--- config.mk ---
export PLATFORM = sky130hd
export DESIGN_NAME = video_timing_gen
export DESIGN_NICKNAME = d
export VERILOG_FILES = /design/src/rtl/video_timing_pkg.sv /design/src/rtl/video_timing_gen_axis.sv /design/src/rtl/video_timing_gen.sv
export SDC_FILE = /design/constraint.sdc
export NUM_CORES = 1
export LEC_CHECK = 0
export CAP_MARGIN = 15
export CORE_ASPECT_RATIO = 2
export CORE_MARGIN = 2
export CORE_UTILIZATION = 48
export CTS_CLUSTER_DIAMETER = 150
export CTS_CLUSTER_SIZE = 14
export DETAILED_ROUTE_END_ITERATION = 8
export PLACE_DENSITY = 0.79
export REMOVE_ABC_BUFFERS = 1
export SYNTH_ARGS = -nofsm -noshare
export SYNTH_HDL_FRONTEND = slang
export SYNTH_HIERARCHICAL = 1
export SYNTH_SLANG_ARGS = --single-unit
--- constraint.sdc ---
create_clock -name clk -period 3.4 [get_ports clk]
set_input_delay 0.85 -clock clk [delete_from_list [all_inputs] [get_ports clk]]
set_output_delay 0.85 -clock clk [all_outputs]
set_load 0.005 [all_outputs]
--- src/rtl/video_timing_pkg.sv ---
// Shared timing constants and parameter checks for the raster timing generator.
// The CC_* values are the 320x256 arcade timing that the default build reproduces.
package video_timing_pkg;

    localparam int CC_H_TOTAL     = 320;
    localparam int CC_H_ACT_START = 0;
    localparam int CC_H_ACT_END   = 256;
    localparam int CC_HS_START    = 272;
    localparam int CC_HS_END      = 304;
    localparam int CC_V_TOTAL     = 256;
    localparam int CC_V_ACT_START = 24;
    localparam int CC_V_ACT_END   = 256;
    localparam int CC_VS_START    = 4;
    localparam int CC_VS_END      = 7;
    localparam int CC_IRQ_FIRST   = 0;
    localparam int CC_IRQ_PERIOD  = 64;
    localparam int CC_FRAME_W     = 8;

    // True when pos lies in the half-open window [lo, hi).
    function automatic logic in_window(input int pos, input int lo, input int hi);
        return (pos >= lo) && (pos < hi);
    endfunction

    // One axis is sane when both windows are non-empty and fit inside the total.
    function automatic bit axis_ok(input int total, input int act_s, input int act_e,
                                   input int sync_s, input int sync_e);
        return (total >= 2) && (act_s < act_e) && (act_e <= total) &&
               (sync_s < sync_e) && (sync_e <= total);
    endfunction

    // Full parameter-set check evaluated at elaboration by the top level.
    function automatic bit timing_params_ok(
        input int h_total, input int h_act_s, input int h_act_e,
        input int hs_s,    input int hs_e,
        input int v_total, input int v_act_s, input int v_act_e,
        input int vs_s,    input int vs_e,
        input int irq_period
    );
        return axis_ok(h_total, h_act_s, h_act_e, hs_s, hs_e) &&
               axis_ok(v_total, v_act_s, v_act_e, vs_s, vs_e) &&
               (irq_period > 0);
    endfunction

endpackage

--- src/rtl/video_timing_gen_axis.sv ---
// One raster axis: wrapping position counter with registered blank/sync flags.
// Flags are computed from the next count so they always describe the count
// that is presented on the same cycle (no pipeline skew).
module timing_axis
    import video_timing_pkg::*;
#(
    parameter int TOTAL      = CC_H_TOTAL,
    parameter int ACT_START  = CC_H_ACT_START,
    parameter int ACT_END    = CC_H_ACT_END,
    parameter int SYNC_START = CC_HS_START,
    parameter int SYNC_END   = CC_HS_END,
    parameter int W          = $clog2(TOTAL)
) (
    input  logic         clk,
    input  logic         reset,
    input  logic         i_step,
    output logic [W-1:0] o_count,
    output logic         o_wrap,
    output logic         o_blank,
    output logic         o_blank_next,
    output logic         o_sync
);

    localparam logic [W-1:0] LAST      = W'(TOTAL - 1);
    localparam logic         RST_BLANK = !in_window(0, ACT_START, ACT_END);
    localparam logic         RST_SYNC  = in_window(0, SYNC_START, SYNC_END);

    logic [W-1:0] r_count;
    logic         r_blank;
    logic         r_sync;

    logic [W-1:0] w_next;
    logic         w_wrap;
    logic         w_blank_next;
    logic         w_sync_next;

    // Next position and the flags that will describe it.
    always_comb begin
        w_wrap = i_step && (r_count == LAST);
        w_next = r_count;
        if (i_step) begin
            w_next = w_wrap ? '0 : r_count + W'(1);
        end
        w_blank_next = !in_window(int'(w_next), ACT_START, ACT_END);
        w_sync_next  = in_window(int'(w_next), SYNC_START, SYNC_END);
    end

    // Position and flag registers; reset lands on position 0 with its flags.
    always_ff @(posedge clk or posedge reset) begin
        if (reset) begin
            r_count <= '0;
            r_blank <= RST_BLANK;
            r_sync  <= RST_SYNC;
        end else begin
            r_count <= w_next;
            r_blank <= w_blank_next;
            r_sync  <= w_sync_next;
        end
    end

    assign o_count      = r_count;
    assign o_wrap       = w_wrap;
    assign o_blank      = r_blank;
    assign o_blank_next = w_blank_next;
    assign o_sync       = r_sync;

endmodule

--- src/rtl/video_timing_gen.sv ---
// Parametrised raster timing generator: H/V counters, sync, blanking, display
// enable, line/frame strobes, frame counter and an acknowledged raster IRQ.
//
// IRQ handshake: irq is a level that rises on a raster event and stays high
// until a single-clk irq_ack pulse. irq_ack is sampled on every clk (not gated
// by ce) so a CPU acknowledge is never lost. An event on the same clk as an ack
// wins: irq stays high and overrun is cleared, not set. An event while irq is
// already high (and not being acked) sets the sticky irq_overrun.
module video_timing_gen
    import video_timing_pkg::*;
#(
    parameter int H_TOTAL     = CC_H_TOTAL,
    parameter int H_ACT_START = CC_H_ACT_START,
    parameter int H_ACT_END   = CC_H_ACT_END,
    parameter int HS_START    = CC_HS_START,
    parameter int HS_END      = CC_HS_END,
    parameter int V_TOTAL     = CC_V_TOTAL,
    parameter int V_ACT_START = CC_V_ACT_START,
    parameter int V_ACT_END   = CC_V_ACT_END,
    parameter int VS_START    = CC_VS_START,
    parameter int VS_END      = CC_VS_END,
    parameter int IRQ_FIRST   = CC_IRQ_FIRST,
    parameter int IRQ_PERIOD  = CC_IRQ_PERIOD,
    parameter int FRAME_W     = CC_FRAME_W,
    localparam int HC_W       = $clog2(H_TOTAL),
    localparam int VC_W       = $clog2(V_TOTAL)
) (
    input  logic               clk,
    input  logic               reset,
    input  logic               ce,
    input  logic               irq_en,
    input  logic               irq_ack,
    output logic [HC_W-1:0]    hcount,
    output logic [VC_W-1:0]    vcount,
    output logic               hsync,
    output logic               vsync,
    output logic               hblank,
    output logic               vblank,
    output logic               de,
    output logic               line_start,
    output logic               frame_start,
    output logic [FRAME_W-1:0] frame_cnt,
    output logic               irq,
    output logic               irq_overrun
);

    if (!timing_params_ok(H_TOTAL, H_ACT_START, H_ACT_END, HS_START, HS_END,
                          V_TOTAL, V_ACT_START, V_ACT_END, VS_START, VS_END,
                          IRQ_PERIOD)) begin : g_bad_params
        $error("video_timing_gen: invalid timing parameters");
    end

    // Bit v is set when the line after v is an interrupt line, so the event
    // can be decoded from the current vcount on the cycle hcount wraps.
    function automatic logic [V_TOTAL-1:0] build_irq_pre_mask();
        logic [V_TOTAL-1:0] m;
        int                 per;
        int                 nxt;
        per = (IRQ_PERIOD > 0) ? IRQ_PERIOD : 1;
        m   = '0;
        for (int v = 0; v < V_TOTAL; v++) begin
            nxt = (v == V_TOTAL - 1) ? 0 : v + 1;
            if ((nxt >= IRQ_FIRST) && (((nxt - IRQ_FIRST) % per) == 0)) begin
                m[v] = 1'b1;
            end
        end
        return m;
    endfunction

    localparam logic [V_TOTAL-1:0] IRQ_PRE_MASK = build_irq_pre_mask();
    localparam logic RST_DE = in_window(0, H_ACT_START, H_ACT_END) &&
                              in_window(0, V_ACT_START, V_ACT_END);

    logic [HC_W-1:0]    w_hcount;
    logic [VC_W-1:0]    w_vcount;
    logic               w_h_wrap;
    logic               w_v_wrap;
    logic               w_hblank;
    logic               w_vblank;
    logic               w_hblank_next;
    logic               w_vblank_next;
    logic               w_hsync;
    logic               w_vsync;
    logic               w_irq_event;

    logic               r_line_start;
    logic               r_frame_start;
    logic               r_de;
    logic [FRAME_W-1:0] r_frame_cnt;
    logic               r_irq;
    logic               r_irq_overrun;

    timing_axis #(
        .TOTAL      (H_TOTAL),
        .ACT_START  (H_ACT_START),
        .ACT_END    (H_ACT_END),
        .SYNC_START (HS_START),
        .SYNC_END   (HS_END),
        .W          (HC_W)
    ) u_h_axis (
        .clk          (clk),
        .reset        (reset),
        .i_step       (ce),
        .o_count      (w_hcount),
        .o_wrap       (w_h_wrap),
        .o_blank      (w_hblank),
        .o_blank_next (w_hblank_next),
        .o_sync       (w_hsync)
    );

    timing_axis #(
        .TOTAL      (V_TOTAL),
        .ACT_START  (V_ACT_START),
        .ACT_END    (V_ACT_END),
        .SYNC_START (VS_START),
        .SYNC_END   (VS_END),
        .W          (VC_W)
    ) u_v_axis (
        .clk          (clk),
        .reset        (reset),
        .i_step       (w_h_wrap),
        .o_count      (w_vcount),
        .o_wrap       (w_v_wrap),
        .o_blank      (w_vblank),
        .o_blank_next (w_vblank_next),
        .o_sync       (w_vsync)
    );

    // Raster event: line wrap into an interrupt line while enabled.
    always_comb begin
        w_irq_event = w_h_wrap && irq_en && IRQ_PRE_MASK[w_vcount];
    end

    // Strobes, display enable and frame counter; strobes follow the wraps so
    // they last one clk and drop on the next clk whether or not ce is high.
    always_ff @(posedge clk or posedge reset) begin
        if (reset) begin
            r_line_start  <= 1'b0;
            r_frame_start <= 1'b0;
            r_de          <= RST_DE;
            r_frame_cnt   <= '0;
        end else begin
            r_line_start  <= w_h_wrap;
            r_frame_start <= w_v_wrap;
            r_de          <= !w_hblank_next && !w_vblank_next;
            if (w_v_wrap) begin
                r_frame_cnt <= r_frame_cnt + FRAME_W'(1);
            end
        end
    end

    // Raster interrupt level and sticky overrun, cleared by acknowledge.
    always_ff @(posedge clk or posedge reset) begin
        if (reset) begin
            r_irq         <= 1'b0;
            r_irq_overrun <= 1'b0;
        end else if (w_irq_event) begin
            r_irq <= 1'b1;
            if (irq_ack) begin
                r_irq_overrun <= 1'b0;
            end else if (r_irq) begin
                r_irq_overrun <= 1'b1;
            end
        end else if (irq_ack) begin
            r_irq         <= 1'b0;
            r_irq_overrun <= 1'b0;
        end
    end

    assign hcount      = w_hcount;
    assign vcount      = w_vcount;
    assign hsync       = w_hsync;
    assign vsync       = w_vsync;
    assign hblank      = w_hblank;
    assign vblank      = w_vblank;
    assign de          = r_de;
    assign line_start  = r_line_start;
    assign frame_start = r_frame_start;
    assign frame_cnt   = r_frame_cnt;
    assign irq         = r_irq;
    assign irq_overrun = r_irq_overrun;

endmodule

==> results of run 1 <==
-- worst max-delay path by stage --
stage,depth (start not counted),end,slack (ns)
3_3_place_gp,9,de$_DFF_PP0_,0.49
3_5_place_dp,9,de$_DFF_PP0_,0.40
6_report,9,de$_DFF_PP0_,0.62
2_1_floorplan,7,frame_cnt[7]$_DFFE_PP0P_,0.41
5_1_grt,9,de$_DFF_PP0_,0.42
4_1_cts,9,de$_DFF_PP0_,0.63
-- area by class of cell --
cell class | count | area (µm²)
Fill cell | 244 | 1050
Sequential cell | 33 | 827.0
Multi-Input combinational cell | 95 | 659.4
Timing Repair Buffer | 41 | 402.9
Clock buffer | 7 | 86.33
Tap cell | 31 | 38.79
Clock inverter | 1 | 30.03
Inverter | 7 | 26.28
-- cell usage in the layout, fill, tap and decap left out, types with 4 or more instances in the layout --
cell,Yosys,routed
o21ai_0,4,4
mux2_2,4,4
nor3_1,5,5
nor2_1,9,9
nand2_1,10,10
xor2_1,6,6
inv_1,7,7
nand3_1,8,8
clkdlybuf4s50_1,0,38
xnor2_1,10,10
nand4_1,8,8
clkbuf_8,0,6
dfrtp_1,32,32
-- power by group --
part	internal, W	switching, W
registers	0.000434	0.0000554
clock network	0.000239	0.000135
logic	0.000129	0.0000897
-- cells by family (layout without fill, tap and decap cells) --
group,Yosys count,after routing,synth area share
adder cells (fa/ha/maj),3,3,0.02461
AND/OR/NAND/NOR,55,55,0.2084
AO/OA/AOI/OAI,16,16,0.07136
buffers and inverters,9,56,0.02543
flip-flops,33,33,0.5423
multiplexers,5,5,0.03609
XOR/XNOR,16,16,0.09188
-- cells in the mapped netlist, drive strengths merged, types with 2 or more instances --
cell type | n | area share
nand4 | 10 | 0.049
dfrtp | 32 | 0.53
ha | 3 | 0.025
or3 | 2 | 0.0082
xor2 | 6 | 0.034
o21ai | 5 | 0.016
inv | 7 | 0.017
buf | 2 | 0.0082
mux2 | 4 | 0.030
xnor2 | 10 | 0.057
nor3 | 6 | 0.023
nand3 | 8 | 0.026
nand2 | 10 | 0.025
o22ai | 2 | 0.0082
nand2b | 3 | 0.012
o31ai | 2 | 0.0098
nor2 | 9 | 0.022
a21oi | 4 | 0.016
-- through the flow --
stage / power [W] / cell area (µm²) / setup WS, ns
4_1_cts: 0.001091 / 2071 / 0.6347
6_report: 0.001082 / 2071 / 0.6181
3_5_place_dp: 0.0007141 / 1954 / 0.3996
3_3_place_gp: 0.0007054 / 1954 / 0.4876
5_1_grt: 0.001137 / 2071 / 0.4219
2_1_floorplan: 0.0005907 / 1513 / 0.4148
-- per-layer routing --
| layer | up-vias | GRT usage | wire length (µm) |
|---|---|---|---|
| li1 | 575 | - | - |
| met1 | 596 | 0.2317 | 1155 |
| met2 | 42 | 0.3930 | 2048 |
| met3 | 11 | 0.03680 | 151 |
| met4 | 0 | 0.09917 | 95 |
| met5 | - | 0 | 0 |
==> flow_metrics.tcl, run 1 <==
set metrics [dict create \
    rsz0062_at_grt "false" \
    critPathCaptureType "register" \
    fin_nets 191 \
    grt_pass1_wl_um 5989 \
    slew_violations 0 \
    ys_seq_area_frac 0.5422 \
    area_delta_synth_final_pct 35.77 \
    period_share 0.8182 \
    io_pins 39 \
    vdd.ir_drop.worst_mv 0.4407 \
    crit_path_max_incr_delay_ns 0.48 \
    cp_slowest_cell "clkdlybuf4s50_1" \
    layout-drive-gt1-share 0.1250 \
    holdPathStages 1 \
    timing.critical_path.mode_cell "nand3_1" \
    drv_cap 0 \
    min_from "frame_cnt[7]$_DFFE_PP0P_" \
    grtUsageTotal 0.2182 \
    detail_route.wl_per_cell_um 16.05 \
    ant_nets 0 \
    crit_chain "clkdlybuf4s50_1, nand3_1, nor4_2, buf_4, and4_1, nand3_1, a32oi_1, a21oi_1, nor2_1" \
    portBuffers 38 \
    ctsHoldBuffers 0 \
    start_util 0.4888 \
    grt_pass1_vias 1290 \
    path_class "in -> reg" \
    cp-startpoint "ce" \
    routed_wl_um 3451 \
    synth.avg_cell_area_um2 11.13 \
    root_buffer "clkbuf_8" \
    required_ns 3.61 \
    cts_setup_buffers 0 \
    max_freq_ghz 0.3595 \
    hpwl_um 2610 \
    diodes 0 \
    chipWidth_um 43.86 \
    drc 0 \
    fin_hold_ws_ns 0.4823 \
    path_buf_inv 2 \
    vias 1224 \
    arrival_ns 3.00 \
    dieHeight_um 83.72 \
    dr.pass1.iters 4 \
    path_max_fanout 13 \
    r2r_start "u_h_axis/o_count[0]$_DFF_PP0_" \
    antenna_found_initial 0 \
    powerDensity_mw_per_mm2 522.4 \
    synth_area_mm2 0.001525 \
    die_area_mm2 0.003672 \
    outcome "complete, no violations" \
    placeableCoreArea_mm2 0.003120 \
    cts_tree "yes" \
    finalHoldViolations 0 \
    ys_warn_count 6 \
    setup-tns-final_ns 0 \
    slew_headroom 0.6775 \
    setup_viol 0 \
    synth_top_flop_cell "dfrtp_1" \
    grt_overflow 0 \
    final.min_clock_period_ns 2.782 \
    post_cts_resize_count 0 \
    grt_max_degree 14 \
    critPathTopFamily "simple AND/OR/NAND/NOR gates" \
    r2r_slack_ns 1.00 \
    row_count 29 \
    cts.sinks 33 \
    syn_inst 137 \
    worst_clock_skew_ns 0.007823 \
    tightest_slew_ns 0.4832 \
    cts_buffers 5 \
    worstRegToRegCells 9 \
    path_clk_slew_ns 0.07 \
    drt_iter0_markers 30 \
    place.gp.congestion 0.8781 \
    start_kind "input pin" \
    hold_path.class "reg -> reg" \
    avgViaCountPerCell 5.693 \
    htreeDepth 2 \
    synth_async_sr_flop_share 1.000 \
    synth-edff-count 0 \
    clk_latency_ns 0.28 \
    stdcell_count 215 \
    placed_cells_incl_taps 207 \
    leakage_nw 0.9178 \
    ys_types 35 \
    r2r_end "de$_DFF_PP0_" \
    final_core_util 0.6636 \
    clk_path_buf_depth 2 \
    ys_seq_elements 33 \
    whs_endpoint "frame_cnt[7]$_DFFE_PP0P_" \
]
Note: power is estimated with default switching activity, not from simulation.
==> run 2: changes to the inputs <==
--- a/config.mk
+++ b/config.mk
@@ -8,11 +8,11 @@
 export CAP_MARGIN = 15
 export CORE_ASPECT_RATIO = 2
 export CORE_MARGIN = 2
-export CORE_UTILIZATION = 48
+export CORE_UTILIZATION = 43
 export CTS_CLUSTER_DIAMETER = 150
 export CTS_CLUSTER_SIZE = 14
 export DETAILED_ROUTE_END_ITERATION = 8
-export PLACE_DENSITY = 0.79
+export PLACE_DENSITY = 0.74
 export REMOVE_ABC_BUFFERS = 1
 export SYNTH_ARGS = -nofsm -noshare
 export SYNTH_HDL_FRONTEND = slang
==> constraint.sdc (replaced) <==
create_clock -name clk -period 2.4 [get_ports clk]
set_input_delay 0.6 -clock clk [delete_from_list [all_inputs] [get_ports clk]]
set_output_delay 0.6 -clock clk [all_outputs]
set_load 0.005 [all_outputs]
==> flow_metrics.tcl, run 2 (synthesis results as in run 1) <==
set metrics [dict create \
    clk_latency_ns 0.29 \
    rsz0062_at_grt "false" \
    max_freq_ghz 0.4479 \
    crit_path_max_incr_delay_ns 0.48 \
    grt_pass1_vias 1325 \
    ant_nets 0 \
    die_area_mm2 0.004068 \
    io_pins 39 \
    seqCellArea_um2 827.0 \
    grt_max_degree 14 \
    ctsHoldBuffers 0 \
    fillers 281 \
    routed_wl_um 3703 \
    slew_headroom 0.6813 \
    layout_common_cells "clkdlybuf4s50_1, dfrtp_1, buf_4" \
    avgViaCountPerCell 5.581 \
    portBuffers 38 \
    vias 1267 \
    path_class "in -> reg" \
    chipWidth_um 46.11 \
    path_max_fanout 7 \
    clk_path_buf_depth 2 \
    detail_route.wl_per_cell_um 16.31 \
    finalHoldViolations 0 \
    start_util 0.4515 \
    stdcell_count 227 \
    start_kind "input pin" \
    final_common_cell "clkdlybuf4s50_1" \
    hpwl_um 2777 \
    place.gp.congestion 0.8747 \
    dr.pass1.iters 4 \
    cts.sinks 33 \
    path_clk_slew_ns 0.06 \
    period_share 0.9303 \
    drt_iter0_markers 41 \
    placeableCoreArea_mm2 0.003378 \
    drv_cap 0 \
    fin_nets 202 \
    tightest_slew_ns 0.4775 \
    hold_path.class "reg -> reg" \
    outcome "complete, no violations" \
    critPathCaptureType "register" \
    final.min_clock_period_ns 2.233 \
    setup_viol 0 \
    drc 0 \
    setup-tns-final_ns 0 \
    cts_setup_buffers 0 \
    row_count 30 \
    dieHeight_um 88.23 \
    grt_overflow 0 \
    multiInputGateArea_um2 666.9 \
    diodes 0 \
    arrival_ns 2.40 \
    leakage_nw 0.9675 \
    cp_slowest_cell "clkdlybuf4s50_1" \
    required_ns 2.57 \
    placed_cells_incl_taps 219 \
    slew_violations 0 \
    area_delta_synth_final_pct 40.77 \
    layout-drive-gt1-share 0.1846 \
    antenna_found_initial 0 \
    grt_pass1_wl_um 6072 \
    cts_buffers 5 \
    htreeDepth 2 \
    cts_tree "yes" \
    powerDensity_mw_per_mm2 691.9 \
    post_cts_resize_count 0 \
    vdd.ir_drop.worst_mv 0.5704 \
    root_buffer "clkbuf_8" \
    grtUsageTotal 0.2095 \
    worst_clock_skew_ns 0.005324 \
    crit_chain "clkdlybuf4s50_1, nand3_1, nor4_2, buf_4, and4_1, a32oi_2, a2111oi_2" \
]
run 2: cell types whose count changed in the layout (fill, tap and decap cells not counted):
cell / change
buf_4: +11
a32oi_2: +1
a32oi_1: -1
clkinv_2: +1
clkbuf_8: +1
clkbuf_1: -1
bufinv_16: -1
run 2: area by class of cell:
class,count,area share
clock buffers,7,0.04487
repair buffers,52,0.2261
well taps,32,0.01865
clock inverters,1,0.002331
inverters,7,0.01224
multi-input cells,95,0.3106
flip-flops and latches,33,0.3852
run 2: power by group:
| group | switching, W | internal [W] | total [W] | leakage (nW) |
|---|---|---|---|---|
| Sequential | 0.0000793 | 0.000615 | 0.000694 | 0.437 |
| Clock | 0.000198 | 0.000259 | 0.000457 | 0.0542 |
| Combinational | 0.000139 | 0.000196 | 0.000334 | 0.477 |
run 2: stage by stage:
| stage | worst slack [ns] | hold slack [ns] | util | total power, W | instance area, µm² |
|---|---|---|---|---|---|
| floorplan | -0.3472 | 0.4395 | - | 0.0008368 | 1513 |
| global placement | -0.1813 | 0.4575 | 0.6033 | 0.001022 | 2038 |
| detailed placement | -0.2080 | 0.4681 | 0.6033 | 0.001039 | 2038 |
| CTS | 0.08452 | 0.4806 | 0.6333 | 0.001503 | 2140 |
| global route | 0.03164 | 0.4901 | 0.6356 | 0.001565 | 2147 |
| finish | 0.1673 | 0.4737 | 0.6356 | 0.001486 | 2147 |
run 2: final timing paths:
check / slack [ns] / start / end / depth (start not counted)
setup reg to reg: 0.28 / u_h_axis/o_count[0]$_DFF_PP0_ / u_v_axis/o_sync$_DFF_PP0_ / 7
hold / removal: 0.47 / frame_cnt[7]$_DFFE_PP0P_ / frame_cnt[7]$_DFFE_PP0P_ / 1
max in group asynchronous: 1.38 / reset / irq$_DFFE_PP0P_ / 2
min in group asynchronous: 0.66 / reset / u_v_axis/o_count[4]$_DFF_PP0_ / 2
setup / recovery: 0.17 / ce / u_v_axis/o_sync$_DFF_PP0_ / 7
hold reg to reg: 0.47 / frame_cnt[7]$_DFFE_PP0P_ / frame_cnt[7]$_DFFE_PP0P_ / 1
run 2: metal layers:
metal	up-vias	part of all wire	GRT usage
met1	616	0.36	0.2092
met3	8	0.049	0.05510
li1	604	-	-
met4	0	0.026	0.1013
met2	39	0.57	0.3763
met5	-	0	0
run 2: worst max-delay path: cells and delay by family:
kind	cells	cell delay [ns]
buffers and inverters	2	0.67
AND/OR/NAND/NOR	3	0.58
AO/OA/AOI/OAI	2	0.55
